<file path="src/rtl/repetition_serial_decoder_pkg.sv">
// Shared definitions for the repetition-code serial decoder.
// Holds the decoder FSM state encoding and the constant helpers that
// define the majority threshold, tie detection and counter sizing for
// a given repetition factor. Imported by the top level and the voter.
package repetition_serial_decoder_pkg;

  // COLLECT: shifting in codeword bits; HOLD: presenting a decoded word
  typedef enum logic {
    COLLECT = 1'b0,
    HOLD    = 1'b1
  } dec_state_t;

  // Number of bits needed to hold values 0..max_value, never less than 1
  function automatic int counter_width(input int max_value);
    if (max_value <= 1) begin
      return 1;
    end
    return $clog2(max_value + 1);
  endfunction

  // A group decodes to 1 when its ones count is strictly above this value
  function automatic int majority_threshold(input int repetition_factor);
    return repetition_factor / 2;
  endfunction

  // Only an even number of copies can split exactly in half
  function automatic bit can_tie(input int repetition_factor);
    return (repetition_factor % 2) == 0;
  endfunction

endpackage

</file>
<file path="src/rtl/repetition_group_voter.sv">
// Combinational vote over one repetition group.
// Takes the number of ones seen in a complete group of copies and reports
// the majority decision, whether the copies disagreed, and whether the
// group split evenly (only reachable for an even repetition factor).
//
// Ports:
//   ones_count     in   ones among the REPETITION_FACTOR copies of one data bit
//   majority       out  decoded data bit (ones strictly above half)
//   non_unanimous  out  copies were a mix of zeros and ones
//   tie            out  exactly half of the copies were ones
module repetition_group_voter
  import repetition_serial_decoder_pkg::*;
#(
  parameter int REPETITION_FACTOR = 3,
  parameter int ONES_WIDTH        = counter_width(REPETITION_FACTOR)
) (
  input  logic [ONES_WIDTH-1:0] ones_count,
  output logic                  majority,
  output logic                  non_unanimous,
  output logic                  tie
);

  localparam logic [ONES_WIDTH-1:0] THRESHOLD =
    ONES_WIDTH'(majority_threshold(REPETITION_FACTOR));
  localparam logic [ONES_WIDTH-1:0] ALL_COPIES = ONES_WIDTH'(REPETITION_FACTOR);
  localparam logic TIE_POSSIBLE = can_tie(REPETITION_FACTOR);

  assign majority      = (ones_count > THRESHOLD);
  assign non_unanimous = (ones_count != '0) && (ones_count != ALL_COPIES);
  // For even factors the threshold is exactly half, so equality is a tie
  assign tie           = TIE_POSSIBLE && (ones_count == THRESHOLD);

endmodule

</file>
<file path="src/rtl/repetition_serial_decoder.sv">
// Serial decoder for a bitwise repetition code.
// Each data bit arrives as REPETITION_FACTOR consecutive accepted copies,
// data bit 0 first. Every completed group is voted on; once all
// DATA_WIDTH groups are in, the word and its error flags are held for the
// consumer until a valid/ready handshake or an abort.
//
// Ports:
//   clk, rst         clock, asynchronous active-high reset
//   abort            discard the partial word / held word, back to COLLECT
//   in_bit/in_valid  serial codeword input, accepted when in_ready is high
//   in_ready         high while collecting (and not in reset)
//   data_out         decoded word; keeps the last delivered word while collecting
//   out_valid        data_out and flags are valid (HOLD state)
//   out_ready        consumer takes the word
//   error_detected   some group of this word was not unanimous
//   error_corrected  errors seen and every group had a strict majority
//   uncorrectable    some group of this word tied
//   corrected_count  saturating count of corrected data bits since reset
module repetition_serial_decoder
  import repetition_serial_decoder_pkg::*;
#(
  parameter int DATA_WIDTH        = 8,
  parameter int REPETITION_FACTOR = 3,
  parameter int CNT_WIDTH         = 16
) (
  input  logic                  clk,
  input  logic                  rst,
  input  logic                  abort,
  input  logic                  in_bit,
  input  logic                  in_valid,
  output logic                  in_ready,
  output logic [DATA_WIDTH-1:0] data_out,
  output logic                  out_valid,
  input  logic                  out_ready,
  output logic                  error_detected,
  output logic                  error_corrected,
  output logic                  uncorrectable,
  output logic [CNT_WIDTH-1:0]  corrected_count
);

  localparam int REP_W = counter_width(REPETITION_FACTOR);
  localparam int BIT_W = counter_width(DATA_WIDTH - 1);

  localparam logic [REP_W-1:0] REP_LAST = REP_W'(REPETITION_FACTOR - 1);
  localparam logic [BIT_W-1:0] BIT_LAST = BIT_W'(DATA_WIDTH - 1);

  dec_state_t state, next_state;

  logic [REP_W-1:0]      rep_cnt;
  logic [REP_W-1:0]      ones_cnt;
  logic [REP_W-1:0]      ones_total;
  logic [BIT_W-1:0]      bit_cnt;
  logic [DATA_WIDTH-1:0] word_reg;
  logic [DATA_WIDTH-1:0] word_next;
  logic                  err_acc;
  logic                  unc_acc;

  logic accept;
  logic group_done;
  logic word_done;
  logic handshake;
  logic vote_majority;
  logic vote_non_unanimous;
  logic vote_tie;

  // in_ready is gated by rst so nothing looks acceptable during reset
  assign in_ready   = (state == COLLECT) && !rst;
  assign out_valid  = (state == HOLD);
  // A bit presented alongside abort is thrown away
  assign accept     = in_valid && in_ready && !abort;
  assign group_done = accept && (rep_cnt == REP_LAST);
  assign word_done  = group_done && (bit_cnt == BIT_LAST);
  assign handshake  = out_valid && out_ready;

  // Ones in the group including the copy arriving this cycle
  assign ones_total = ones_cnt + REP_W'(in_bit);

  repetition_group_voter #(
    .REPETITION_FACTOR (REPETITION_FACTOR),
    .ONES_WIDTH        (REP_W)
  ) u_voter (
    .ones_count    (ones_total),
    .majority      (vote_majority),
    .non_unanimous (vote_non_unanimous),
    .tie           (vote_tie)
  );

  // Working word with the current group's decision merged in, so the final
  // group can be published to data_out in the same cycle it completes
  always_comb begin
    word_next          = word_reg;
    word_next[bit_cnt] = vote_majority;
  end

  // Per-word flags; a tie anywhere makes the word uncorrectable
  assign error_detected  = err_acc;
  assign uncorrectable   = unc_acc;
  assign error_corrected = err_acc && !unc_acc;

  always_ff @(posedge clk or posedge rst) begin
    if (rst) begin
      state <= COLLECT;
    end else begin
      state <= next_state;
    end
  end

  // abort wins over everything, including a handshake in the same cycle
  always_comb begin
    next_state = state;
    if (abort) begin
      next_state = COLLECT;
    end else begin
      case (state)
        COLLECT: if (word_done) next_state = HOLD;
        HOLD:    if (out_ready) next_state = COLLECT;
        default: next_state = COLLECT;
      endcase
    end
  end

  always_ff @(posedge clk or posedge rst) begin
    if (rst) begin
      rep_cnt         <= '0;
      ones_cnt        <= '0;
      bit_cnt         <= '0;
      word_reg        <= '0;
      data_out        <= '0;
      err_acc         <= 1'b0;
      unc_acc         <= 1'b0;
      corrected_count <= '0;
    end else if (abort || handshake) begin
      // Start a fresh word; data_out and corrected_count are left alone
      rep_cnt  <= '0;
      ones_cnt <= '0;
      bit_cnt  <= '0;
      word_reg <= '0;
      err_acc  <= 1'b0;
      unc_acc  <= 1'b0;
    end else if (accept) begin
      if (group_done) begin
        rep_cnt  <= '0;
        ones_cnt <= '0;
        word_reg <= word_next;
        err_acc  <= err_acc | vote_non_unanimous;
        unc_acc  <= unc_acc | vote_tie;
        if (vote_non_unanimous && !vote_tie && (corrected_count != '1)) begin
          corrected_count <= corrected_count + 1'b1;
        end
        if (word_done) begin
          bit_cnt  <= '0;
          data_out <= word_next;
        end else begin
          bit_cnt <= bit_cnt + 1'b1;
        end
      end else begin
        rep_cnt  <= rep_cnt + 1'b1;
        ones_cnt <= ones_total;
      end
    end
  end

endmodule

</file>
<file path="config.mk">
export PLATFORM = sky130hd
export DESIGN_NAME = repetition_serial_decoder
export DESIGN_NICKNAME = d
export VERILOG_FILES = /design/src/rtl/repetition_serial_decoder_pkg.sv /design/src/rtl/repetition_group_voter.sv /design/src/rtl/repetition_serial_decoder.sv
export SDC_FILE = /design/constraint.sdc
export NUM_CORES = 1
export LEC_CHECK = 0
export CAP_MARGIN = 30
export CORE_UTILIZATION = 45
export DETAILED_ROUTE_END_ITERATION = 7
export PLACE_DENSITY = 0.69
export SYNTH_ARGS = -nofsm -noshare
export SYNTH_HDL_FRONTEND = slang
export SYNTH_SLANG_ARGS = --single-unit
</file>
<file path="constraint.sdc">
create_clock -name clk -period 4.39 [get_ports clk]
set_clock_uncertainty 0.05 [all_clocks]
set_input_delay 0.878 -clock clk [delete_from_list [all_inputs] [get_ports clk]]
set_output_delay 0.878 -clock clk [all_outputs]
set_load 0.03 [all_outputs]
</file>
==> qor.yml, run 1 <==
logic_synthesis:
  synth-compound-area-share: 0.123
  synth_cell_types: 37
  synth-edff-count: 0
  yosys_warnings: 0
  synth-simple-area-share: 0.213
  synth_adder_area_share: 0.0294
  synth_ff_type: "dfrtp_1"
  netlist_area_um2: 2130
  syn_nets: 216
  synth_seq_cells: 41
  synthArstFlopShare: 1.00
  yosysSeqAreaShare: 0.482
  muxShareOfSynthArea: 0.0388
  syn_avg_cell_area_um2: 10.4
  synth_top_family_by_area: "simple AND/OR/NAND/NOR gates"
  synth_xor_area_frac: 0.0658
  synth_cells: 205
routing:
  wire_per_inst_um: 14.1
  route.detailed.drc: 2
  first_pass_iters: 6
  vias: 1622
  postRouteAntennaNets: 0
  drt_wl_total_um: 4030
  avgViaCountPerCell: 5.69
  drtIter0Drc: 142
placement:
  place_ws_ns: 0.771
  gp_congestion: 0.748
  io_buffers: 33
  hpwl_um: 2760
  placed_area_um2: 2460
grt:
  first_global_vias: 1465
  antenna_found_initial: 0
  grt_max_degree: 42
  grt_pass1_wl_um: 6870
  grt_usage: 0.174
  grt-ovfl-total: 0
run:
  drv_cap: 0
run_status:
  violations: "DRC"
  run_status: "complete, but fails checks"
hold_path:
  hp-class: "flip-flop to flip-flop"
setup_path:
  crit_type: "input pin to flip-flop"
  crit_path_start_kind: "input pin"
  crit_required_ns: 4.52
  path_max_fanout: 11
  endpoint_kind: "flip-flop"
  worstPathArrival_ns: 3.45
cells_and_area:
  synthToLayoutAreaGrowth_pct: 20.5
  final_common_cell: "dfrtp_1"
  fin_nets: 244
  drive_above_1_share: 0.0858
  largest_reg_flops: 16
  n_antenna_cell: 0
  final_cell_mix: "41 x dfrtp_1, 33 x clkdlybuf4s50_1, 22 x a21oi_1"
  finalInstanceArea_um2: 2560
power:
  pwr-share-seq: 0.534
  leakagePower_nw: 1.14
  p_int_w: 0.000563
  powerDensity_nw_per_um2: 281
  clockPowerShare: 0.404
  vdd_ir_drop_max_mv: 0.196
  swShare: 0.219
  comb_power_share: 0.062
  p_sw_w: 0.000158
floorplan:
  fp-row-count: 24
  die_w_um: 70.8
  start_util: 0.479
  die_area_um2: 5010
  die_h_um: 70.8
  ios: 35
  core_um2: 4440
clock_network:
  post_cts_buffers: 0
  clk_path_buf_depth: 2
  cts_hold_buf: 0
  cts_buffers: 5
  cts_tree: "done"
  cts.reportedPaths.clkPinSlew_ns: 0.08
  clk_latency_ns: 0.29
  cts_resized: 0
  cts_max_level: 2
  cts_sinks: 41
  root_buffer: "clkbuf_8"
sta:
  period_minus_slack_ns: 3.31
  setup_viol: 0
  report.final.slew_viol_count: 0
  hold_ws_ns: 0.442
  postLayoutSetupSlackWorst_ns: 1.08
  hold_violations: 0
  setup_tns_ns: 0
  max_slew_margin: 0.405
  max_freq_mhz: 302
  fin_crit_sh: 0.755
  rsz0062_at_grt: "false"
  tightestPinTransition_ns: 0.886
## critical path, stage by stage
cell,delay (ns)
clkdlybuf4s50_1,0.41
ha_1,0.21
xnor2_1,0.42
ha_1,0.33
nor3b_1,0.34
nand2_2,0.24
nor2_1,0.26
mux2_2,0.35
## metal layers
metal / vias up / part of all wire / GRT usage
met5: - / 0 / 0
met4: 0 / 0.0094 / 0.0533
met3: 5 / 0.042 / 0.0470
met2: 33 / 0.43 / 0.257
met1: 783 / 0.52 / 0.252
li1: 801 / - / -
## power by group through the flow
stage	Sequential (W)	Combinational, W	Clock [W]
after detailed placement	0.000392	0.0000453	0
after global placement	0.000392	0.0000449	0
after CTS	0.000385	0.0000456	0.000296
after floorplan	0.000394	0.0000269	0
final	0.000385	0.0000448	0.000291
after global routing	0.000385	0.0000505	0.000312
## cell usage after synthesis (all sizes together), types with 5 or more instances
master | instances | area [µm²]
xor2 | 15 | 131
nor4 | 8 | 90.1
inv | 7 | 26.3
o22ai | 5 | 31.3
a31oi | 8 | 50.1
nor2 | 10 | 45.0
buf | 8 | 52.6
ha | 5 | 62.6
nand4 | 5 | 37.5
dfrtp | 41 | 1030
nand2 | 11 | 43.8
mux2i | 6 | 60.1
nand3 | 7 | 35.0
clkbuf | 5 | 18.8
a21oi | 22 | 110
nor3 | 13 | 65.1
## metrics by stage
stage | instances | total power (W) | utilization
final | 285 | 0.000721 | 0.577
after global routing | 285 | 0.000748 | 0.577
after CTS | 285 | 0.000726 | 0.577
after detailed placement | 278 | 0.000437 | 0.553
after global placement | 278 | 0.000437 | 0.553
after floorplan | 205 | 0.000421 | -
## final cells by class
type	count	area, µm²
Clock buffer	5	68.8
Clock inverter	2	35.0
Fill cell	403	1880
Inverter	7	26.3
Multi-Input combinational cell	144	1000
Sequential cell	41	1030
Tap cell	52	65.1
Timing Repair Buffer	34	338
## path summary, 6_finish.rpt
check	startpoint	endpoint	slack, ns	cells after the start
setup / recovery	in_bit	corrected_count[1]$_DFFE_PP0P_	1.08	8
hold / removal	word_reg[2]$_DFFE_PP0P_	word_reg[2]$_DFFE_PP0P_	0.44	1
setup reg to reg	ones_cnt[0]$_DFFE_PP0P_	corrected_count[1]$_DFFE_PP0P_	1.72	7
hold reg to reg	word_reg[2]$_DFFE_PP0P_	word_reg[2]$_DFFE_PP0P_	0.44	1
max in group asynchronous	rst	corrected_count[13]$_DFFE_PP0P_	2.84	3
min in group asynchronous	rst	corrected_count[0]$_DFFE_PP0P_	1.10	3
## cells by family (layout without fill, tap and decap cells)
kind of cell	count (synthesis)	after routing
multiplexers	8	8
flip-flops	41	41
AND/OR/NAND/NOR	70	70
other	1	1
buffers and inverters	20	48
AO/OA/AOI/OAI	44	44
XOR/XNOR	16	16
adder cells (fa/ha/maj)	5	5
Note: power is estimated with default switching activity, not from simulation.
==> run 2, diff against run 1 <==
--- a/config.mk
+++ b/config.mk
@@ -8,7 +8,7 @@
 export CAP_MARGIN = 30
 export CORE_UTILIZATION = 45
 export DETAILED_ROUTE_END_ITERATION = 7
-export PLACE_DENSITY = 0.69
+export PLACE_DENSITY = 0.72
 export SYNTH_ARGS = -nofsm -noshare
 export SYNTH_HDL_FRONTEND = slang
 export SYNTH_SLANG_ARGS = --single-unit
==> constraint.sdc (replaced) <==
create_clock -name clk -period 2.8 [get_ports clk]
set_clock_uncertainty 0.05 [all_clocks]
set_input_delay 0.56 -clock clk [delete_from_list [all_inputs] [get_ports clk]]
set_output_delay 0.56 -clock clk [all_outputs]
set_load 0.03 [all_outputs]
==> run 2 against run 1 <==
Net effect:
- the run still ends with DRC left
- non-clock buffer count increased by 12
- design area increased by 2.8%
- via count increased by 0.62%
- critical path type unchanged
- largest power group unchanged
==> qor.yml, run 2 (synthesis results as in run 1) <==
sta:
  setup_viol: 0  # unchanged
  hold_violations: 0  # unchanged
  hold_ws_ns: 0.452  # was 0.442 ns
  period_minus_slack_ns: 2.53
  fin_crit_sh: 0.902
  setup_tns_ns: 0  # unchanged
  rsz0062_at_grt: "false"  # unchanged
  max_slew_margin: 0.582  # was 0.405
  tightestPinTransition_ns: 0.627  # was 0.886 ns
  report.final.slew_viol_count: 0  # unchanged
  max_freq_mhz: 396
routing:
  wire_per_inst_um: 14.1  # about the same
  postRouteAntennaNets: 0  # unchanged
  route.detailed.drc: 2  # unchanged
  first_pass_iters: 6  # unchanged
  drt_wl_total_um: 4200  # was 4030 µm
  avgViaCountPerCell: 5.49  # was 5.69
  drtIter0Drc: 98  # was 142
  vias: 1632  # was 1622
cells_and_area:
  final_cell_mix: "41 x dfrtp_1, 33 x clkdlybuf4s50_1, 22 x a21oi_1"  # unchanged
  largest_reg_flops: 16  # unchanged
  fillers: 402  # was 403
  final_common_cell: "dfrtp_1"  # unchanged
  synthToLayoutAreaGrowth_pct: 23.9  # was 20.5%
  drive_above_1_share: 0.127  # was 0.0858
  finalInstanceArea_um2: 2640  # was 2560 µm²
  fin_nets: 256  # was 244
  n_antenna_cell: 0  # unchanged
placement:
  placed_area_um2: 2550  # was 2460 µm²
  gp_congestion: 0.814  # was 0.748
  io_buffers: 33  # unchanged
  hpwl_um: 2910  # was 2760 µm
run:
  drv_cap: 0  # unchanged
floorplan:
  core_um2: 4440  # unchanged
  die_area_um2: 5010  # unchanged
  die_h_um: 70.8  # unchanged
  ios: 35  # unchanged
  fp-row-count: 24  # unchanged
  start_util: 0.479  # unchanged
  die_w_um: 70.8  # unchanged
setup_path:
  path_buf_inv: 3  # was 1
  cp_cell_sequence: "clkdlybuf4s50_1 > ha_1 > xnor2_1 > ha_1 > nor3b_1 > buf_4 > nand2_2 > buf_4 > nor3_1 > xor2_1"  # was clkdlybuf4s50_1 > ha_1 > xnor2_1 > ha_1 > nor3b_1 > nand2_2 > nor2_1 > mux2_2
  crit_required_ns: 2.96  # was 4.52 ns
  cpLargestDelayFamily: "buffers and inverters"  # was simple AND/OR/NAND/NOR gates
  reg2reg_depth: 9  # was 7
  critPathMaxStageDelay_ns: 0.41  # was 0.42 ns
  endpoint_kind: "flip-flop"  # unchanged
  r2r_start: "ones_cnt[0]$_DFFE_PP0P_"  # unchanged
  endpoint: "corrected_count[3]$_DFFE_PP0P_"  # was corrected_count[1]$_DFFE_PP0P_
  r2r-end: "corrected_count[3]$_DFFE_PP0P_"  # was corrected_count[1]$_DFFE_PP0P_
  crit_path_start_kind: "input pin"  # unchanged
  cp.depth: 10  # was 8
  crit_type: "input pin to flip-flop"  # unchanged
  worstSetupStartpoint: "in_bit"  # unchanged
  r2r_slack_ns: 0.59  # was 1.72 ns
  crit_slowest_cell: "clkdlybuf4s50_1"  # was xnor2_1
  worstPathArrival_ns: 2.69  # was 3.45 ns
  path_max_fanout: 7  # was 11
run_status:
  run_status: "complete, but fails checks"  # unchanged
  violations: "DRC"  # unchanged
hold_path:
  hp-class: "flip-flop to flip-flop"  # unchanged
  holdPathStages: 1  # unchanged
grt:
  grt-ovfl-total: 0  # unchanged
  grt_pass1_wl_um: 7580  # was 6870 µm
  grt_usage: 0.189  # was 0.174
  antenna_found_initial: 0  # unchanged
  first_global_vias: 1608  # was 1465
  grt_max_degree: 42  # unchanged
clock_network:
  cts_hold_buf: 0  # unchanged
  cts_sinks: 41  # unchanged
  root_buffer: "clkbuf_8"  # unchanged
  cts.reportedPaths.clkPinSlew_ns: 0.08  # about the same
  cts_tree: "done"  # unchanged
  cts_max_level: 2  # unchanged
  clk_path_buf_depth: 2  # unchanged
  cts_resized: 0  # unchanged
  clk_latency_ns: 0.29  # about the same
  post_cts_buffers: 0  # unchanged
  cts_buffers: 5  # unchanged
power:
  leakagePower_nw: 1.19  # was 1.14 nW
  powerDensity_nw_per_um2: 405  # was 281 nW/µm²
  vdd_ir_drop_max_mv: 0.220  # was 0.196 mV
==> run 2: power by group <==
part	total, W	switching, W	internal (W)
clock network	0.000391	0.000195	0.000196
logic	0.0000748	0.0000450	0.0000297
registers	0.000603	0.00000657	0.000597
==> run 2: worst min path at each step <==
stage / endpoint / slack [ns] / start
detailed placement: word_reg[2]$_DFFE_PP0P_ / 0.43 / word_reg[2]$_DFFE_PP0P_
CTS: word_reg[1]$_DFFE_PP0P_ / 0.45 / word_reg[1]$_DFFE_PP0P_
global placement: word_reg[1]$_DFFE_PP0P_ / 0.43 / word_reg[1]$_DFFE_PP0P_
floorplan: word_reg[0]$_DFFE_PP0P_ / 0.41 / word_reg[0]$_DFFE_PP0P_
global route: corrected_count[15]$_DFFE_PP0P_ / 0.47 / corrected_count[15]$_DFFE_PP0P_
finish: word_reg[2]$_DFFE_PP0P_ / 0.45 / word_reg[2]$_DFFE_PP0P_
==> run 2: area by class of cell <==
type | count | area (µm²) | area share
flip-flops and latches | 41 | 1030 | 0.389
clock buffers | 7 | 86.3 | 0.0327
repair buffers | 46 | 428 | 0.162
inverters | 7 | 26.3 | 0.00997
well taps | 52 | 65.1 | 0.0247
multi-input cells | 144 | 1000 | 0.381
==> run 2: routing by layer <==
| layer | track usage | up-vias | share of wire |
|---|---|---|---|
| met3 | 0.0484 | 6 | 0.037 |
| met1 | 0.247 | 772 | 0.49 |
| met2 | 0.311 | 32 | 0.46 |
| li1 | - | 822 | - |
| met4 | 0.0600 | 0 | 0.012 |
| met5 | 0 | - | 0 |
==> run 2: stage by stage <==
stage	power, W	cells	setup slack, ns	util
after floorplan	0.000660	205	0.248	-
after global placement	0.000690	290	-0.0313	0.574
after detailed placement	0.000691	290	-0.0445	0.574
after CTS	0.00109	297	0.257	0.593
after global routing	0.00112	297	0.0312	0.593
final	0.00107	297	0.274	0.593
==> run 3, diff against run 2 <==
--- a/config.mk
+++ b/config.mk
@@ -8,7 +8,8 @@
 export CAP_MARGIN = 30
 export CORE_UTILIZATION = 45
 export DETAILED_ROUTE_END_ITERATION = 7
-export PLACE_DENSITY = 0.72
+export PLACE_DENSITY = 0.69
+export RECOVER_POWER = 25
 export SYNTH_ARGS = -nofsm -noshare
 export SYNTH_HDL_FRONTEND = slang
 export SYNTH_SLANG_ARGS = --single-unit
==> constraint.sdc (replaced) <==
create_clock -name clk -period 2.67 [get_ports clk]
set_clock_uncertainty 0.05 [all_clocks]
set_input_delay 0.534 -clock clk [delete_from_list [all_inputs] [get_ports clk]]
set_output_delay 0.534 -clock clk [all_outputs]
set_load 0.03 [all_outputs]
==> run 3 against run 2 <==
Net effect:
- the run still ends with DRC left
- critical endpoint is now in_ready
- hold slack lost 0.0073 ns
- largest cell class unchanged
- global-route usage shrank 1.4 points
- clock power grew 14%
- largest power group unchanged
- combinational power grew 3.9%
- first-iteration DRC count grew 11%
- final cell count grew 0.34%
==> qor.yml, run 3 (synthesis results as in run 1) <==
cells_and_area:
  synthToLayoutAreaGrowth_pct: 25.3  # was 23.9%
  fillers: 402  # unchanged
  drive_above_1_share: 0.138  # was 0.127
  final_cell_mix: "41 x dfrtp_1, 32 x clkdlybuf4s50_1, 22 x a21oi_1"  # was 41 x dfrtp_1, 33 x clkdlybuf4s50_1, 22 x a21oi_1
  largest_reg_flops: 16  # unchanged
  n_antenna_cell: 0  # unchanged
  fin_nets: 256  # unchanged
  final_common_cell: "dfrtp_1"  # unchanged
  finalInstanceArea_um2: 2670  # was 2640 µm²
setup_path:
  reg2reg_depth: 8  # was 9
  crit_type: "input pin to output port"  # was input pin to flip-flop
  worstPathArrival_ns: 1.93  # was 2.69 ns
  r2r_start: "ones_cnt[0]$_DFFE_PP0P_"  # unchanged
  worstSetupStartpoint: "rst"  # was in_bit
  endpoint: "in_ready"  # was corrected_count[3]$_DFFE_PP0P_
  r2r-end: "corrected_count[1]$_DFFE_PP0P_"  # was corrected_count[3]$_DFFE_PP0P_
  crit_path_start_kind: "input pin"  # unchanged
  crit_required_ns: 2.09  # was 2.96 ns
  endpoint_kind: "output port"  # was flip-flop
  r2r_slack_ns: 0.50  # was 0.59 ns
  path_max_fanout: 4  # was 7
placement:
  placed_area_um2: 2560  # was 2550 µm²
  place_ws_ns: -0.120  # was -0.0445 ns
  gp_congestion: 0.766  # was 0.814
  io_buffers: 33  # unchanged
  hpwl_um: 2880  # was 2910 µm
clock_network:
  cts_sinks: 41  # unchanged
  cts_tree: "done"  # unchanged
  cts.reportedPaths.clkPinSlew_ns: 0.08  # about the same
  clk_path_buf_depth: 2  # unchanged
  cts_max_level: 2  # unchanged
  post_cts_buffers: 0  # unchanged
  clk_latency_ns: 0.29  # about the same
  cts_buffers: 5  # unchanged
  root_buffer: "clkbuf_8"  # unchanged
  cts_hold_buf: 0  # unchanged
  cts_resized: 0  # unchanged
run_status:
  violations: "DRC"  # unchanged
  run_status: "complete, but fails checks"  # unchanged
power:
  vdd_ir_drop_max_mv: 0.329  # was 0.220 mV
  powerDensity_nw_per_um2: 433  # was 405 nW/µm²
  totalPowerFinal_w: 0.00115  # was 0.00107 W
  leakagePower_nw: 1.21  # was 1.19 nW
routing:
  drt_wl_total_um: 4110  # was 4200 µm
  wire_per_inst_um: 13.8  # was 14.1 µm
  postRouteAntennaNets: 0  # unchanged
  drtIter0Drc: 109  # was 98
  vias: 1619  # was 1632
  first_pass_iters: 6  # unchanged
  route.detailed.drc: 2  # unchanged
  avgViaCountPerCell: 5.43  # was 5.49
grt:
  grt_max_degree: 42  # unchanged
  first_global_vias: 1482  # was 1608
  grt_pass1_wl_um: 6920  # was 7580 µm
  grt_usage: 0.175  # was 0.189
  antenna_found_initial: 0  # unchanged
  grt-ovfl-total: 0  # unchanged
hold_path:
  hp-class: "flip-flop to flip-flop"  # unchanged
  hp-start: "word_reg[1]$_DFFE_PP0P_"  # was word_reg[2]$_DFFE_PP0P_
floorplan:
  die_h_um: 70.8  # unchanged
  die_w_um: 70.8  # unchanged
  die_area_um2: 5010  # unchanged
  core_um2: 4440  # unchanged
  fp-row-count: 24  # unchanged
  ios: 35  # unchanged
  start_util: 0.479  # unchanged
sta:
  max_freq_mhz: 398
  postLayoutSetupSlackWorst_ns: 0.156  # was 0.274 ns
  hold_violations: 0  # unchanged
  setup_viol: 0  # unchanged
  period_minus_slack_ns: 2.51
  rsz0062_at_grt: "false"  # unchanged
  report.final.slew_viol_count: 0  # unchanged
  max_slew_margin: 0.319  # was 0.582
  hold_ws_ns: 0.445  # was 0.452 ns
  setup_tns_ns: 0  # unchanged
  fin_crit_sh: 0.941
  tightestPinTransition_ns: 1.02  # was 0.627 ns
run:
  drv_cap: 0  # unchanged
==> run 3: cell count changes in the layout (fill, tap and decap cells not counted), sizes merged <==
cell,previous run,this run
clkdlybuf4s50,33,32
dlygate4sd3,0,1
clkinv,0,1
clkbuf,7,8
buf,13,12
==> run 3: where the power goes <==
part	switching (W)	total, W	internal (W)
registers	0.00000715	0.000633	0.000626
logic	0.0000470	0.0000777	0.0000307
clock network	0.000210	0.000444	0.000234
total	0.000265	0.00115	0.000890
==> run 3: final cells by class <==
cell class | count | area (µm²) | share of cell area
inverter | 7 | 26.3 | 0.00985
timing repair buffer | 46 | 438 | 0.164
sequential | 41 | 1030 | 0.385
multi-input combinational | 144 | 1010 | 0.379
tap | 52 | 65.1 | 0.0244
clock inverter | 1 | 5.00 | 0.00188
clock buffer | 7 | 96.3 | 0.0361
==> run 3: metrics by stage <==
stage               utilization  instances
floorplan                     -        205
detailed placement        0.577        290
global placement          0.577        290
CTS                       0.599        298
finish                    0.600        298
global route              0.600        298
==> run 3: worst max-delay path, cell delays in order <==
cell and delay, ns:
dlygate4sd3_1 0.61, nor2_1 0.11, clkdlybuf4s50_1 0.67
==> run 3: worst min path at each step <==
stage	to	slack, ns	cells past startpoint
floorplan	word_reg[0]$_DFFE_PP0P_	0.41	2
global placement	word_reg[2]$_DFFE_PP0P_	0.42	1
detailed placement	word_reg[1]$_DFFE_PP0P_	0.43	1
CTS	word_reg[1]$_DFFE_PP0P_	0.45	1
global route	word_reg[1]$_DFFE_PP0P_	0.46	1
finish	word_reg[1]$_DFFE_PP0P_	0.44	1
==> run 3: metal layers <==
layer  vias up  wire, µm  global-route usage
met1       754      2050               0.244
li1        823         -                   -
met4         0        66              0.0733
met2        37      1820               0.266
met5         -         0                   0
met3         5       180              0.0385
